--- src/rtl/vertex_outbuf_arbiter_pkg.sv ---
// Shared types for the vertex output-buffer arbitration path: the bank-to-Output-SRAM
// packet, arbiter states and a small modulo helper.
package vertex_outbuf_arbiter_pkg;

  localparam int unsigned FV_size     = 16;
  localparam int unsigned Max_Node_id = 1024;
  localparam int unsigned NODE_ID_W   = $clog2(Max_Node_id);

  typedef struct packed {
    logic                             req;
    logic                             Grant_valid;
    logic                             sos;
    logic                             eos;
    logic [0:1][FV_size-1:0]          data;
    logic [NODE_ID_W-1:0]             Node_id;
  } Bank_Req2Req_Output_SRAM;

  typedef enum logic [1:0] {
    IDLE,
    GRANT,
    STREAM
  } arb_state_t;

  function automatic int unsigned wrap_inc(input int unsigned idx, input int unsigned n);
    return (idx + 1 >= n) ? 0 : idx + 1;
  endfunction

endpackage

--- src/rtl/vertex_outbuf_arbiter_if.sv ---
// Bank-side packet/grant bundle plus the Output SRAM port shared by the banks.
interface vertex_outbuf_arbiter_if
  import vertex_outbuf_arbiter_pkg::*;
#(
  parameter int unsigned NUM_BANKS = 4
) ();

  Bank_Req2Req_Output_SRAM [NUM_BANKS-1:0] bank_pkt;
  logic [NUM_BANKS-1:0]                    bank_grant;
  logic                                    sram_stall;
  Bank_Req2Req_Output_SRAM                 sram_pkt;

  modport master (output bank_pkt, output sram_stall, input bank_grant, input sram_pkt);
  modport slave  (input bank_pkt, input sram_stall, output bank_grant, output sram_pkt);

endinterface

--- src/rtl/vertex_outbuf_arbiter_rr_pick.sv ---
// Combinational round-robin pick: first set bit at or after ptr, wrapping modulo N.
module rr_pick #(
  parameter int unsigned N = 4,
  parameter int unsigned W = $clog2(N)
) (
  input  logic [N-1:0] req_vec,
  input  logic [W-1:0] ptr,
  output logic [W-1:0] winner,
  output logic         any_valid
);

  int unsigned idx;

  always_comb begin
    winner    = '0;
    any_valid = 1'b0;
    idx       = 0;
    for (int unsigned k = 0; k < N; k++) begin
      idx = (32'(ptr) + k) % N;
      if (!any_valid && req_vec[idx[W-1:0]]) begin
        winner    = idx[W-1:0];
        any_valid = 1'b1;
      end
    end
  end

endmodule

--- src/rtl/vertex_outbuf_arbiter.sv ---
// Round-robin owner of the Output SRAM write port: latches bank requests, grants one
// bank per burst, forwards its beats with zero latency and aborts stalled bursts.
module vertex_outbuf_arbiter
  import vertex_outbuf_arbiter_pkg::*;
#(
  parameter int unsigned NUM_BANKS = 4,
  parameter int unsigned TIMEOUT   = 64
) (
  input  logic                  clk,
  input  logic                  reset_n,
  vertex_outbuf_arbiter_if.slave bus,
  output logic [NUM_BANKS-1:0]  pending,
  output logic                  arb_busy,
  output logic                  proto_err
);

  localparam int unsigned PTR_W = $clog2(NUM_BANKS);
  localparam int unsigned WD_W  = $clog2(TIMEOUT);

  arb_state_t              state;
  logic [PTR_W-1:0]        rr_ptr;
  logic [PTR_W-1:0]        owner;
  logic [WD_W-1:0]         wd_cnt;
  logic [NUM_BANKS-1:0]    grant_q;

  logic [NUM_BANKS-1:0]    req_vec;
  logic [NUM_BANKS-1:0]    gv_vec;
  logic [NUM_BANKS-1:0]    owner_mask;
  Bank_Req2Req_Output_SRAM owner_pkt;
  logic                    busy;
  logic                    owner_gv;
  logic                    err_now;
  logic [PTR_W-1:0]        winner;
  logic                    any_valid;
  logic [PTR_W-1:0]        next_ptr;

  rr_pick #(.N(NUM_BANKS), .W(PTR_W)) u_rr_pick (
    .req_vec  (pending),
    .ptr      (rr_ptr),
    .winner   (winner),
    .any_valid(any_valid)
  );

  always_comb begin
    req_vec = '0;
    gv_vec  = '0;
    for (int unsigned i = 0; i < NUM_BANKS; i++) begin
      req_vec[i] = bus.bank_pkt[i].req;
      gv_vec[i]  = bus.bank_pkt[i].Grant_valid;
    end
    busy       = (state != IDLE);
    owner_pkt  = bus.bank_pkt[owner];
    owner_gv   = busy && owner_pkt.Grant_valid;
    owner_mask = busy ? (NUM_BANKS'(1'b1) << owner) : '0;
    next_ptr   = PTR_W'(wrap_inc(32'(owner), NUM_BANKS));
    // Outside a burst there is no owner, so every valid beat is a stray one.
    err_now    = (|(req_vec & pending)) || (|(req_vec & owner_mask)) ||
                 (|(gv_vec & ~owner_mask));
  end

  always_comb begin
    bus.sram_pkt = '0;
    if (busy) begin
      bus.sram_pkt     = owner_pkt;
      bus.sram_pkt.req = 1'b0;
    end
  end

  always_comb begin
    bus.bank_grant = grant_q;
    arb_busy       = busy;
  end

  always_ff @(posedge clk or negedge reset_n) begin
    if (!reset_n) begin
      state     <= IDLE;
      pending   <= '0;
      rr_ptr    <= '0;
      owner     <= '0;
      wd_cnt    <= '0;
      grant_q   <= '0;
      proto_err <= 1'b0;
    end else begin
      pending <= (pending & ~grant_q) | req_vec;
      grant_q <= '0;
      if (err_now) proto_err <= 1'b1;
      case (state)
        IDLE: begin
          if (any_valid && !bus.sram_stall) begin
            owner   <= winner;
            wd_cnt  <= '0;
            grant_q <= NUM_BANKS'(1'b1) << winner;
            state   <= GRANT;
          end
        end
        GRANT, STREAM: begin
          if (owner_gv && owner_pkt.eos) begin
            state  <= IDLE;
            rr_ptr <= next_ptr;
          end else if (owner_gv) begin
            wd_cnt <= '0;
            state  <= STREAM;
          end else if (state == STREAM && wd_cnt == WD_W'(TIMEOUT - 1)) begin
            proto_err <= 1'b1;
            state     <= IDLE;
            rr_ptr    <= next_ptr;
          end else begin
            wd_cnt <= wd_cnt + 1'b1;
            state  <= STREAM;
          end
        end
        default: state <= IDLE;
      endcase
    end
  end

endmodule

--- src/flat_wrapper.sv ---
// flat-port wrapper written by rule: the top's interface ports become plain ports
module vertex_outbuf_arbiter_flat import vertex_outbuf_arbiter_pkg::*;
#(
  parameter int unsigned NUM_BANKS = 4,
  parameter int unsigned TIMEOUT   = 64
)
  (clk, reset_n, pending, arb_busy, proto_err, bus_bank_pkt, bus_sram_stall, bus_bank_grant, bus_sram_pkt);
  vertex_outbuf_arbiter_if #(.NUM_BANKS(NUM_BANKS)) bus_i ();
  input  logic clk;
  input  logic reset_n;
  output logic [NUM_BANKS-1:0] pending;
  output logic arb_busy;
  output logic proto_err;
  input wire logic [$bits(bus_i.bank_pkt)-1:0] bus_bank_pkt;
  input wire logic [$bits(bus_i.sram_stall)-1:0] bus_sram_stall;
  output wire logic [$bits(bus_i.bank_grant)-1:0] bus_bank_grant;
  output wire logic [$bits(bus_i.sram_pkt)-1:0] bus_sram_pkt;
  assign bus_i.bank_pkt = bus_bank_pkt;
  assign bus_i.sram_stall = bus_sram_stall;
  assign bus_bank_grant = bus_i.bank_grant;
  assign bus_sram_pkt = bus_i.sram_pkt;
  vertex_outbuf_arbiter #(.NUM_BANKS(NUM_BANKS), .TIMEOUT(TIMEOUT)) u_core (.clk(clk), .reset_n(reset_n), .bus(bus_i), .pending(pending), .arb_busy(arb_busy), .proto_err(proto_err));
endmodule
--- config.mk ---
export PLATFORM = sky130hd
export DESIGN_NAME = vertex_outbuf_arbiter_flat
export DESIGN_NICKNAME = d
export VERILOG_FILES = /design/src/rtl/vertex_outbuf_arbiter_pkg.sv /design/src/rtl/vertex_outbuf_arbiter_if.sv /design/src/rtl/vertex_outbuf_arbiter_rr_pick.sv /design/src/rtl/vertex_outbuf_arbiter.sv /design/src/flat_wrapper.sv
export SDC_FILE = /design/constraint.sdc
export NUM_CORES = 1
export LEC_CHECK = 0
export CORE_AREA = 2 2 94 96
export CTS_BUF_LIST = sky130_fd_sc_hd__clkbuf_8
export CTS_CLUSTER_DIAMETER = 30
export DETAILED_ROUTE_END_ITERATION = 10
export DIE_AREA = 0 0 96 98
export HOLD_SLACK_MARGIN = 0.03
export PLACE_DENSITY_LB_ADDON = 0.2
export SYNTH_ARGS = -nofsm -noshare
export SYNTH_HDL_FRONTEND = slang
export SYNTH_HIERARCHICAL = 1
export SYNTH_SLANG_ARGS = --single-unit
--- constraint.sdc ---
create_clock -name clk -period 2.7 [get_ports clk]
set_input_delay 0.54 -clock clk [delete_from_list [all_inputs] [get_ports clk]]
set_output_delay 0.54 -clock clk [all_outputs]
set_load 0.005 [all_outputs]
==> results of run 1 <==
==> cells by family (layout without fill, tap and decap cells) <==
family,Yosys count,after routing,synth area share
other,1,1,0.00143
flip-flops,21,21,0.200
AND/OR/NAND/NOR,82,82,0.176
adder cells (fa/ha/maj),10,10,0.0476
AO/OA/AOI/OAI,37,37,0.106
multiplexers,51,51,0.410
buffers and inverters,39,291,0.0594
==> area by class of cell <==
cell class | instances | area (um^2) | area share
Tap cell | 108 | 135 | 0.0246
Inverter | 23 | 86.3 | 0.0157
Clock buffer | 3 | 41.3 | 0.00753
Sequential cell | 21 | 531 | 0.0967
Multi-Input combinational cell | 181 | 1950 | 0.356
Clock inverter | 1 | 5.00 | 0.000913
Timing Repair Buffer | 264 | 2730 | 0.499
==> path summary, 6_finish.rpt <==
| path | startpoint | endpoint | depth (start not counted) |
|---|---|---|---|
| setup / recovery | u_core/owner[0] | bus_sram_pkt[0] | 4 |
| hold / removal | u_core/bus.bank_grant[3] | u_core/pending[3] | 1 |
| setup reg to reg | u_core/owner[0] | u_core/rr_ptr[1] | 7 |
| hold reg to reg | u_core/bus.bank_grant[3] | u_core/pending[3] | 1 |
| max in group asynchronous | reset_n | u_core/bus.bank_grant[0] | 2 |
| min in group asynchronous | reset_n | u_core/wd_cnt[1] | 1 |
==> flip-flops by register name, indices dropped and copies added (netlist names) <==
register and cells:
u_core/wd_cnt 6, u_core/bus.bank_grant 4, u_core/pending 4, u_core/owner 2
u_core/rr_ptr 2, u_core/state 2, u_core/proto_err 1
==> Yosys cell counts (4+ instances only) <==
cell	count
nand2b_1	4
nor2_1	7
nand3_1	6
nand2_1	9
buf_2	5
ha_1	10
o21ai_0	8
mux4_2	44
dfrtp_1	21
nor2b_1	50
inv_1	22
clkbuf_1	9
a21oi_1	8
==> stage by stage <==
stage | total power [W] | area (um^2)
finish | 0.00426 | 5480
detailed placement | 0.00394 | 5240
floorplan | 0.00225 | 2630
global route | 0.00460 | 5480
CTS | 0.00424 | 5350
global placement | 0.00389 | 5240
==> power groups by stage <==
| stage | registers, W | clock network, W | logic [W] |
|---|---|---|---|
| after detailed placement | 0.000517 | 0 | 0.00342 |
| final | 0.000512 | 0.000208 | 0.00354 |
| after global placement | 0.000511 | 0 | 0.00338 |
| after global routing | 0.000525 | 0.000233 | 0.00384 |
| after floorplan | 0.000479 | 0 | 0.00177 |
| after CTS | 0.000502 | 0.000217 | 0.00352 |
==> repair_timing <==
action / in CTS / in global routing
buffers inserted: 5 / 6
cloned: 0 / 1
endpoints found under the setup margin: 22 / 26
pin swaps: 0 / 0
resized for setup: 6 / 26
==> metal layers <==
metal | up-vias | global-route usage
met5 | - | 0
met4 | 0 | 0.0451
met3 | 16 | 0.116
met2 | 184 | 0.433
met1 | 1440 | 0.291
li1 | 1408 | -
==> flow_summary.ini, run 1 <==
[power_and_ir_drop]
power_switching_w = 0.00168
power_density_nw_per_um2 = 777
internal_power_w = 0.00259
clock_power_share = 0.049
pwr-share-seq = 0.120
sw_frac_of_total = 0.393
ir_worst_vdd_mv = 0.299
comb_power_share = 0.831
leakagePower_nw = 2.42

[route]
drt_wl_total_um = 12400
first_iter_violations = 99
ant_nets = 0
met3_length_um = 1380
met1_length_um = 4660
drc = 0
wire_per_inst_um = 20.7
route.met2.wl_um = 6180
vias = 3048
vias_per_cell = 5.07
routed.top_layer = met4
drtPass1Iterations = 4

[sta]
holdWs_ps = 456
skew_ps = 3.38
tightest_slew_ps = 588
tns_ps = 0
min_period_ps = 2660
setup_slack_ps = 41.5
hold_viol_final = 0
finalCritPeriodShare = 0.985
slew_violations = 0
finalSetupViolCount = 0
fmax_mhz = 376
grt_setup_unrepaired = yes
slew-limit-headroom = 0.607

[cts]
root_buffer = clkbuf_8
clock_sinks = 21
hold_buffers = 0
worstSkewPairLatency_ps = 260
cts_tree = yes
cts.clk_slew.worst_paths_ps = 80
cts_max_path_buffers = 2
htree_levels = 1
cts_made_buffers = 3

[global_routing]
overflow = 0
grt_usage = 0.253
grt_pass1_wl_um = 17700
antenna_found_initial = 1
grt_pass1_vias = 3186
grt_max_degree = 52

[critical_path]
crit_chain = clkbuf_16, mux4_2, nor2b_1, clkdlybuf4s50_1
max_stage_delay_ps = 560
worst_ep_arrival_time_ps = 2120
cp_slowest_cell = dfrtp_4
start_kind = register
worst-path-buf-inv = 2
required_ps = 2160
worstPathMaxFanout = 7
reg2reg_setup_slack_ps = 390
endpoint_kind = primary output
criticalPathCategory = reg2out
crit_family = buffers and inverters

[synth]
ys_types = 41
synth.avg_cell_area_um2 = 10.9
syn-instance-count = 241
synth-seq-cells = 21
yosys.area.top_type = mux4_2
ys.warnings.count = 6
async_flop_share = 1.00
syn_nets = 438
yosysSeqAreaShare = 0.200
ys.flop_type = dfrtp_1
synth_area_leaders = mux4_2 (38%), dfrtp_1 (20%), nor2b_1 (12%)
netlist_area_um2 = 2630
synth_edf_count = 0
yosysTopAreaCellShare = 0.377

[placed_design]
placed_cells = 585
hpwl_um = 10800
gp_congestion = 0.872
pre_cts_slack_ps = 32.5
io_buffers = 241

[final_layout]
syn2layout_area_growth_pct = 108
n_antenna_cell = 0
fin_nets = 691
instances_no_fill = 601
fillers = 682
drive_gt1_frac = 0.168
layout_common_cells = clkdlybuf4s50_1 (212), nor2b_1 (50), mux4_2 (44), dlymetal6s2s_1 (23), inv_1 (22)
utilization = 0.648
final_common_cell = clkdlybuf4s50_1

[die]
ios = 243
die_area_um2 = 9410
die_w_um = 96
num_rows = 34
start_util = 0.311
core_um2 = 8470
die_y_um = 98

[worst_hold_path]
hold_class = reg2reg

[run_status]
outcome = finished clean

[run]
drv_cap = 0
(Power assumes the default switching activity.)
==> run 2, diff against run 1 <==
--- a/config.mk
+++ b/config.mk
@@ -10,8 +10,10 @@
 export CTS_CLUSTER_DIAMETER = 30
 export DETAILED_ROUTE_END_ITERATION = 10
 export DIE_AREA = 0 0 96 98
+export GPL_ROUTABILITY_DRIVEN = 0
 export HOLD_SLACK_MARGIN = 0.03
 export PLACE_DENSITY_LB_ADDON = 0.2
+export SLEW_MARGIN = 20
 export SYNTH_ARGS = -nofsm -noshare
 export SYNTH_HDL_FRONTEND = slang
 export SYNTH_HIERARCHICAL = 1
==> results of run 2 <==
Final layout, timing and power as in run 1 (identical DEF).
==> run 3, diff against run 2 <==
--- a/config.mk
+++ b/config.mk
@@ -5,6 +5,7 @@
 export SDC_FILE = /design/constraint.sdc
 export NUM_CORES = 1
 export LEC_CHECK = 0
+export ABC_CLOCK_PERIOD_IN_PS = 2700
 export CORE_AREA = 2 2 94 96
 export CTS_BUF_LIST = sky130_fd_sc_hd__clkbuf_8
 export CTS_CLUSTER_DIAMETER = 30
==> results of run 3 <==
Final layout, timing and power as in run 1 (identical DEF).
